[src/rtl/quad_enc_counter.sv]
// Quadrature encoder front end: two-flop synchroniser, level de-glitch
// filter, x4/x1 direction decode and a saturating signed step counter that
// the downstream window sampler clears once per sample window.
//
// state       | meaning
// ------------+------------------------------------------------------------
// filt        | last accepted (de-glitched) {A,B} level, 00 after reset
// cand/fcnt   | level currently being qualified and how long it has held
// count/flags | steps since the last win_clr, sticky err/ovf
module quad_enc_counter #(
   parameter int CNT_W    = 8,
   parameter int FILT_LEN = 4,
   parameter int X4_MODE  = 1
) (
   input  logic                    clk,
   input  logic                    rese,
   input  logic                    enc_a,
   input  logic                    enc_b,
   input  logic                    win_clr,
   output logic signed [CNT_W-1:0] count,
   output logic                    dir,
   output logic                    step,
   output logic                    err,
   output logic                    ovf
);

   // Filter counter saturates here; a level is accepted on the edge where it
   // is still stable with the counter already at this value, which places the
   // count update FILT_LEN+3 edges after the pin change.
   localparam logic [3:0] FILT_TC = 4'(FILT_LEN - 1);
   localparam logic signed [CNT_W-1:0] CNT_MAX = {1'b0, {(CNT_W-1){1'b1}}};
   localparam logic signed [CNT_W-1:0] CNT_MIN = {1'b1, {(CNT_W-1){1'b0}}};

   logic [1:0] sync1, sync2, cand, filt;
   logic [3:0] fcnt;

   logic                    accept;
   logic [1:0]              idx_old, idx_new, delta;
   logic                    mv_fwd, mv_rev, mv_bad;
   logic                    cnt_up, cnt_dn;
   logic signed [CNT_W-1:0] count_base, count_nxt;
   logic                    err_nxt, ovf_nxt, step_nxt;

   // Gray level to position: 00->0, 01->1, 11->2, 10->3
   function automatic logic [1:0] gray_pos(input logic [1:0] ab);
      return {ab[1], ab[1] ^ ab[0]};
   endfunction

   // Decode the accepted transition and compute the next counter/flag values
   always_comb begin
      accept  = (sync2 == cand) && (fcnt == FILT_TC) && (cand != filt);
      idx_old = gray_pos(filt);
      idx_new = gray_pos(cand);
      delta   = idx_new - idx_old;
      mv_fwd  = accept && (delta == 2'd1);
      mv_rev  = accept && (delta == 2'd3);
      mv_bad  = accept && (delta == 2'd2);

      if (X4_MODE != 0) begin
         cnt_up = mv_fwd;
         cnt_dn = mv_rev;
      end else begin
         cnt_up = mv_fwd && (filt == 2'b10) && (cand == 2'b00);
         cnt_dn = mv_rev && (filt == 2'b00) && (cand == 2'b10);
      end

      // A window clear zeroes the accumulator first so a coincident step
      // lands in the new window instead of being lost.
      count_base = win_clr ? '0 : count;
      err_nxt    = win_clr ? 1'b0 : err;
      ovf_nxt    = win_clr ? 1'b0 : ovf;
      count_nxt  = count_base;
      step_nxt   = 1'b0;

      if (mv_bad) begin
         err_nxt = 1'b1;
      end else if (cnt_up) begin
         step_nxt = 1'b1;
         if (count_base == CNT_MAX) ovf_nxt = 1'b1;
         else                       count_nxt = count_base + CNT_W'(1);
      end else if (cnt_dn) begin
         step_nxt = 1'b1;
         if (count_base == CNT_MIN) ovf_nxt = 1'b1;
         else                       count_nxt = count_base - CNT_W'(1);
      end
   end

   // Synchroniser, filter, filtered level and counter registers
   always_ff @(posedge clk) begin
      if (rese) begin
         sync1 <= 2'b00;
         sync2 <= 2'b00;
         cand  <= 2'b00;
         filt  <= 2'b00;
         fcnt  <= 4'd0;
         count <= '0;
         dir   <= 1'b0;
         step  <= 1'b0;
         err   <= 1'b0;
         ovf   <= 1'b0;
      end else begin
         sync1 <= {enc_a, enc_b};
         sync2 <= sync1;

         if (sync2 != cand) begin
            cand <= sync2;
            fcnt <= 4'd0;
         end else if (fcnt != FILT_TC) begin
            fcnt <= fcnt + 4'd1;
         end

         if (accept) filt <= cand;
         if (mv_fwd || mv_rev) dir <= mv_fwd;

         count <= count_nxt;
         step  <= step_nxt;
         err   <= err_nxt;
         ovf   <= ovf_nxt;
      end
   end

endmodule
[config.mk]
export PLATFORM = sky130hd
export DESIGN_NAME = quad_enc_counter
export DESIGN_NICKNAME = d
export VERILOG_FILES = /design/src/rtl/quad_enc_counter.sv
export SDC_FILE = /design/constraint.sdc
export NUM_CORES = 1
export LEC_CHECK = 0
export BUFFER_PORTS_ARGS = -buffer_cell sky130_fd_sc_hd__buf_2
export CORE_MARGIN = 2
export CORE_UTILIZATION = 25
export DETAILED_ROUTE_END_ITERATION = 10
export HOLD_SLACK_MARGIN = 0.02
export MAX_ROUTING_LAYER = met4
export PLACE_DENSITY = 0.47
export SLEW_MARGIN = 15
export SYNTH_ARGS = -nofsm -noshare
export SYNTH_HDL_FRONTEND = slang
export SYNTH_SLANG_ARGS = --single-unit
[constraint.sdc]
create_clock -name clk -period 2.43 [get_ports clk]
set_clock_uncertainty 0.15 [all_clocks]
set_input_delay 0.243 -clock clk [delete_from_list [all_inputs] [get_ports clk]]
set_output_delay 0.243 -clock clk [all_outputs]
set_load 0.05 [all_outputs]
[Word level (Yosys, flattened, before mapping)]
Index checks and enable logic that the tools add are counted.
Word-level totals
  bits of input ports: 5
  bits in registers: 24
  output and inout port bits: 12
Cells by class
  bitwise logic cells: 2
  add/subtract/negate cells: 4
  mux-type cells: 16
  equality and inequality tests: 10
  reductions and logical operators: 9
Operators with widths (number)
  two-way mux 8 bit: 6
  equality test 8 bit, second input constant: 2
  two-way mux 1 bit: 10
  adder 8 x 2 -> 8 bit, second input constant: 1
  subtractor 8 x 2 -> 8 bit, second input constant: 1
  logical AND 1 bit: 5
  adder 4 x 1 -> 4 bit, second input constant: 1
  equality test 2 bit, second input constant: 2
  equality test 4 x 2 -> 1 bit, second input constant: 1
  != test 2 bit: 2
  != test 4 x 2 -> 1 bit, second input constant: 1
  OR reduction 2 bit: 2
  equality test 2 x 1 -> 1 bit, second input constant: 1
  equality test 2 bit: 1
  nonzero test 2 bit: 1
  subtractor 2 bit: 1
  bitwise XOR 1 bit: 2
  logical OR 1 bit: 1

[Longest topological paths before layout]
Gate-level depths: netlist (run 1).
  depth after elaboration: 7
  mapped depth: 11

[Worst setup path after synthesis (run 1)]
OpenSTA, ideal clock, no wires.
  path type: in2reg
  from: input port win_clr
  to: register count[4]
  arrival time: 2.068 ns
  setup time: 0.129 ns
  path buffers: 1
  cell stages on the path: 11
  slack: 0.083 ns
  data required time: 2.151 ns
  path through: clkbuf_1 > inv_1 > nand2_1 > inv_1 > ha_1 > and4_1 > a2111oi_0 > xnor2_1 > o2bb2ai_1 > a21oi_1 > nor2_1
Between the ends
  cells in the longest elaborated chain, start to end: 6
  elaborated cells on any way between the ends: 10
  classes of those cells: add/sub: 2; eq/ne: 2; mux: 6
RTL lines
  start: declaration: line 19  | input logic win_clr,
  two-way mux 8 bit *: line 69  | count_base = win_clr ? '0 : count;
  subtractor 8 x 2 -> 8 bit / equality test 8 bit (equally long branches): line 84, 83
  two-way mux 8 bit: line 83  | if (count_base == CNT_MIN) ovf_nxt = 1'b1;
  two-way mux 8 bit: line 81  | end else if (cnt_dn) begin
  two-way mux 8 bit: line 77  | end else if (cnt_up) begin
  two-way mux 8 bit *: line 75  | if (mv_bad) begin
  end signal: assignment: line 115  | count <= count_nxt;
  end: declaration: line 20  | output logic signed [CNT_W-1:0] count,
Every way passes the cells marked *; elsewhere a longest branch is shown, timed or not.
A chain may end at the register's enable or synchronous reset.

[Final worst setup path (run 1)]
  from: register fcnt[0]
  to: register count[6]
Between the ends
  cells in the longest elaborated chain, start to end: 7
  elaborated cells on any way between the ends: 9
  classes of those cells: eq/ne: 1; mux: 3; reduce/logical: 5
RTL lines
  start: declaration: line 35  | logic [3:0] fcnt;
  start signal: assignment: line 109  | fcnt <= fcnt + 4'd1;
  equality test 4 x 2 -> 1 bit *: line 51  | accept = (sync2 == cand) && (fcnt == FILT_TC) && (cand != filt);
  logical AND 1 bit * (2 in series): line 51
  logical AND 1 bit: line 56  | mv_rev = accept && (delta == 2'd3);
  two-way mux 8 bit: line 81
  two-way mux 8 bit: line 77
  two-way mux 8 bit *: line 75
Marks and branches as above.

==> results of run 1 <==
worst paths after layout:
check / slack [ps] / endpoint / depth (start not counted)
setup reg to reg: 170 / count[6]$_SDFF_PP0_ / 7
setup / recovery: 170 / count[6]$_SDFF_PP0_ / 7
hold reg to reg: 290 / sync2[1]$_SDFF_PP0_ / 1
hold / removal: 220 / count[4]$_SDFF_PP0_ / 2
worst register-to-register path: cells and delay by family, from the launching register on:
family	cells	cell delay, ps
AO/OA/AOI/OAI	3	640
adder cells (fa/ha/maj)	1	200
flip-flops	1	370
AND/OR/NAND/NOR	3	840
stage by stage:
step	instance area [um^2]	utilization, %	worst slack, ps	hold slack (ps)	instances
2_1_floorplan	1400	-	83.4	221	163
3_3_place_gp	1660	30.4	230	268	261
3_5_place_dp	1660	30.4	179	272	261
4_1_cts	1750	32.0	159	234	267
5_1_grt	1750	32.0	32.9	258	267
6_report	1750	32.0	175	223	267
cell usage in the layout (no fill, tap or decap), types with 2 or more instances in the layout:
master,count
nor3_1,4
o21ai_0,5
clkbuf_8,3
o22ai_1,2
xor2_1,5
mux2i_1,3
dfxtp_1,24
nand3_1,4
mux2_2,2
buf_2,16
a21o_1,3
inv_1,6
nand2b_1,3
nand2_1,13
nor4_1,3
a22oi_1,3
nor2_1,16
a211oi_1,3
ha_1,5
a21oi_1,12
buf_4,16
xnor2_1,7
dlygate4sd3_1,2
nand4_1,3
nor2b_1,9
nand3b_1,2
state kept, by name, summed over array words and instances (netlist names), 2 cells and up:
signal and cells:
filt 2, sync2 2, count 8, cand 2, sync1 2, fcnt 4
report_power, final:
part           switching, uW  total (uW)  internal (uW)
Combinational           31.6        58.8           27.2
Clock                    141         362            221
Sequential              5.35         406            401
layout make-up:
type / instances / area, um^2 / share of cell area, %
Inverter: 6 / 22.5 / 1.28
Clock inverter: 1 / 30.0 / 1.71
Clock buffer: 3 / 41.3 / 2.36
Timing Repair Buffer: 34 / 220 / 12.6
Sequential cell: 24 / 480 / 27.4
Tap cell: 72 / 90.1 / 5.14
Multi-Input combinational cell: 127 / 868 / 49.5
layer usage:
layer	up-vias	track usage, %	part of all wire [%]
met1	588	15.6	51
li1	650	-	-
met4	0	6.38	2.4
met5	-	-	0
met2	24	17.8	44
met3	7	1.14	2.6
cells by family (layout without fill, tap and decap cells):
kind of cell / Yosys count / after routing / synth area share [%]
xor gates and xnor gates: 14 / 14 / 10.3
muxes: 5 / 5 / 3.75
buffers and inverters: 12 / 44 / 3.66
and+or+nand+nor: 65 / 65 / 25.0
DFF: 24 / 24 / 34.3
AOI/OAI and AO/OA: 38 / 38 / 18.5
adders and majority gates: 5 / 5 / 4.47
repair_timing:
action / in CTS / in global routing
endpoints found under the hold margin: 2 / 0
hold buffers: 2 / 0
gates resized for setup: 0 / 0
setup buffers: 0 / 0
==> out/qor.csv, run 1 <==
metric;value;unit
Die ar.;0.00621;mm^2
Setup CP Type;register to register;
Finish-stage setup viols;0;
Rows;27;
CP peak stage delay;450;ps
Max Freq;0.443;GHz
Mapped Cells;163;
synthesized area per cell;8.59;um^2
Worst-path clk slew;90;ps
CTS tree;yes;
Cell variety after synth;45;
RSZ-0062 raised after global routing;false;
first-pass GRT wire length;5.58;mm
HPWL Detailed;2.55;mm
Startpoint Class;register;
initial antenna violation count;0;
Crit path arrival time;2320;ps
wire per inst;12.8;um
Root Driver;clkbuf_8;
Worst Setup SP;fcnt[0]$_SDFFE_PP0P_;
vias in the first global route;1182;
vias;1269;
Net count, final;206;
crit path buf inv count;0;
Routed WL;3.41;mm
Post-synth EDFFs;0;
GRT Util Overall;11.8;%
Tmin final;2260;ps
measured slew at the worst slew-check pin;415;ps
Detail Route Antenna Nets;0;
min-delay src;rese;
Chip Height;78.8;um
Final GP Congestion;0.832;
share of cells above drive strength 1;22.1;%
Design Power;827;uW
Area contributors post-synth;dfxtp_1 34%, ha_1 4.5%, xnor2_1 4.4%, a21oi_1 4.3%, nor2_1 4.3%;
DIE WIDTH;78.8;um
Pleak;0.000711;uW
DRT iter0 DRCs;72;
syn nets;173;
Crit-path slowest cell;or3_1;
P&R area growth vs syn;25.2;%
largest net degree at the start of global routing;22;
H-tree depth;1;
Max transition margin;72.4;%
Via density;4.75;
CTS Sinks;24;
DRC;0;
Yosys warnings;0;
status;completed;
crit-path cells;ha_1, nor3b_4, nand3_2, or3_1, a311o_1, a21o_1, a21oi_2;
Hold/Removal Path Class;input pin to register;
maximum vdd drop;0.000179;V
CP Max Fanout;6;
Setup TNS;0;ps
# IOs;17;
clock buffer count from CTS;3;
port bufs;16;
count leader, synth;dfxtp_1;
starting density of the core;25.6;%
post-synthesis cell area;0.00140;mm^2
commonest cells in the synthesized netlist;24 x dfxtp_1, 16 x nor2_1, 13 x nand2_1;
Max Cap Viol;0;
largest area contributor in the netlist;dfxtp_1;
GRT Residual Overflow;0;
asr flop ratio synth;0;%
Synth Register Bits;24;
Initial DRT Pass Iterations;4;
Bufs on Longest Clock Path;2;
final max-slew violation count;0;
register area share after synthesis;34.3;%
antenna cells;0;
worst skew pair latency;280;ps
Filler Cell Count;613;
Worst EP required;2500;ps
floorplan core area;0.00547;mm^2
reg2reg start;fcnt[0]$_SDFFE_PP0P_;
crit-path leading delay family;simple AND/OR/NAND/NOR gates;
Main synth FF type;dfxtp_1;
Final period util;92.8;%
PD cells;472;mW/mm^2
top cell type's share of synthesized area;34.3;%
Final Hold Viols;0;
CP Capture Type;register;
Power figures use the tool's default switching activity.
==> run 2, diff against run 1 <==
--- a/config.mk
+++ b/config.mk
@@ -7,11 +7,11 @@
 export LEC_CHECK = 0
 export BUFFER_PORTS_ARGS = -buffer_cell sky130_fd_sc_hd__buf_2
 export CORE_MARGIN = 2
-export CORE_UTILIZATION = 25
+export CORE_UTILIZATION = 45
 export DETAILED_ROUTE_END_ITERATION = 10
 export HOLD_SLACK_MARGIN = 0.02
 export MAX_ROUTING_LAYER = met4
-export PLACE_DENSITY = 0.47
+export PLACE_DENSITY = 0.72
 export SLEW_MARGIN = 15
 export SYNTH_ARGS = -nofsm -noshare
 export SYNTH_HDL_FRONTEND = slang
==> run 2 against run 1 <==
Compared with the run above: via count is 4.0% higher; die area down 42%; utilization grew 23 points; register-to-register slack lost 50 ps; sequential share of layout area rose by 1.5 points; clock power fell by 18%; critical path type unchanged.
==> out/qor.csv, run 2 (synthesis results as in run 1) <==
metric;value;unit;change
status;completed;;
CP peak stage delay;440;ps;about the same
Final period util;94.7;%;+1.9 points
starting density of the core;46.6;%;+21 points
r2r endpoint;count[6]$_SDFF_PP0_;;
maximum vdd drop;0.000267;V;+49%
Root Driver;clkbuf_4;;
Net count, final;201;;-2.4%
hold endpoint;ovf$_SDFF_PP0_;;
largest net degree at the start of global routing;22;;unchanged
port bufs;16;;unchanged
wire per inst;14.7;um;+15%
# IOs;17;;unchanged
H-tree depth;1;;unchanged
Filler Cell Count;294;;-52%
Crit path arrival time;2430;ps;+110 ps
Setup TNS;0;ps;unchanged
commonest non-fill, non-tap cell in the layout;dfxtp_1;;
Pleak;0.000680;uW;-4.4%
P&R area growth vs syn;18.9;%;
CTS Sinks;24;;unchanged
share of cells above drive strength 1;21.1;%;-1.0 points
Initial DRT Pass Iterations;4;;unchanged
Crit-path slowest cell;or3_1;;
CTS tree;yes;;
crit-path leading delay family;simple AND/OR/NAND/NOR gates;;
first-pass GRT wire length;5.46;mm;-2.2%
Largest Register;count;;
fin util;55.4;%;+23 points
worst skew pair latency;330;ps;+50 ps
Hold/Removal Path Class;input pin to register;;
PD cells;459;mW/mm^2;-2.6%
CP Max Fanout;5;;-1
measured slew at the worst slew-check pin;517;ps;+102 ps
Worst EP required;2560;ps;+60 ps
crit path buf inv count;0;;unchanged
Routed WL;3.27;mm;-4.2%
floorplan core area;0.00300;mm^2;-45%
Bufs on Longest Clock Path;2;;unchanged
final max-slew violation count;0;;unchanged
crit-path cells;ha_1, nor3b_4, nand3_2, or3_1, a311o_1, a21o_1, a21oi_2;;
GRT Util Overall;20.3;%;+8.5 points
vias;1320;;+4.0%
Hold Path Depth;2;;unchanged
Startpoint Class;register;;
DRC;0;;unchanged
setup slack, reg-to-reg;130;ps;-50 ps
Final Hold Viols;0;;unchanged
vias in the first global route;1271;;+7.5%
biggest regs;count x8, fcnt x4;;
Chip Height;59.8;um;-24%
Via density;5.92;;+25%
DIE WIDTH;59.8;um;-24%
CP Capture Type;register;;
Rows;20;;-26%
GRT Residual Overflow;0;;unchanged
most frequent cells in the layout;23 x dfxtp_1, 16 x nor2_1, 16 x buf_2;;
Max Cap Viol;0;;unchanged
Worst-path clk slew;140;ps;+50 ps
reg2reg start;fcnt[1]$_SDFFE_PP0P_;;
Max Freq;0.435;GHz;-2.0%
Tmin final;2300;ps;+45.7 ps
Final GP Congestion;0.936;;+12%
min-delay src;rese;;
DRT iter0 DRCs;55;;-24%
initial antenna violation count;0;;unchanged
clock buffer count from CTS;3;;unchanged
Detail Route Antenna Nets;0;;unchanged
Worst Setup SP;fcnt[1]$_SDFFE_PP0P_;;
HPWL Detailed;2.40;mm;-5.7%
Setup CP Type;register to register;;
Largest register FFs;8;;unchanged
antenna cells;0;;unchanged
reg2reg path depth;7;;unchanged
Die ar.;0.00357;mm^2;-42%
Finish-stage setup viols;0;;unchanged
Max transition margin;64.6;%;-7.7 points
[run 2: cell count changes in the layout (fill, tap and decap cells not counted), sizes merged]
cell / change
buf: -5
[run 2: how the worst max path moves through the flow]
stage          slack (ps)  cells after the start             endpoint
2_1_floorplan          80                     11  count[4]$_SDFF_PP0_
3_3_place_gp           50                     11  count[4]$_SDFF_PP0_
3_5_place_dp          120                      7  count[7]$_SDFF_PP0_
4_1_cts               100                      7  count[6]$_SDFF_PP0_
5_1_grt               -60                      8  count[2]$_SDFF_PP0_
6_report              130                      7  count[6]$_SDFF_PP0_
[run 2: repair_timing]
item | CTS | global route
resized for setup | 0 | 3
hold buffers | 2 | 0
endpoints found under the setup margin | 0 | 3
endpoints found under the hold margin | 2 | 0
setup buffers | 0 | 1
[run 2: area by class of cell]
type | instances | area (um^2) | share of cell area (%)
inverter | 6 | 22.5 | 1.35
tap | 33 | 41.3 | 2.48
multi-input combinational | 127 | 883 | 53.1
sequential | 24 | 482 | 28.9
clock inverter | 1 | 30.0 | 1.80
clock buffer | 3 | 22.5 | 1.35
timing repair buffer | 29 | 183 | 11.0
[run 2: report_power, final]
part,internal [uW],switching [uW],total [uW],leakage (uW)
clock,167,130,297,0.0000279
combinational,27.2,32.0,59.2,0.000457
sequential,402,6.22,408,0.000195
[run 2: worst reg2reg max path: cells and delay by family (launching register included)]
family                     cells  cell delay (ps)
DFF                            1              400
and+or+nand+nor                3              870
adders and majority gates      1              210
AOI/OAI and AO/OA              3              630
[run 2: through the flow]
| step | setup slack (ps) | std cells | area (um^2) | hold WS, ps | power (uW) |
|---|---|---|---|---|---|
| after global placement | 51.9 | 216 | 1570 | 266 | 468 |
| after CTS | 99.5 | 222 | 1640 | 145 | 770 |
| after floorplan | 83.4 | 163 | 1400 | 221 | 454 |
| final | 129 | 223 | 1660 | 147 | 765 |
| after global routing | -58.7 | 223 | 1660 | 160 | 795 |
| after detailed placement | 116 | 216 | 1570 | 275 | 471 |
[run 2: layer usage]
metal	vias to the layer above	part of all wire (%)	GRT usage, %
li1	639	-	-
met1	619	43	25.2
met2	51	49	31.8
met3	11	6.3	2.16
met4	0	2.3	11.4
met5	-	0	-
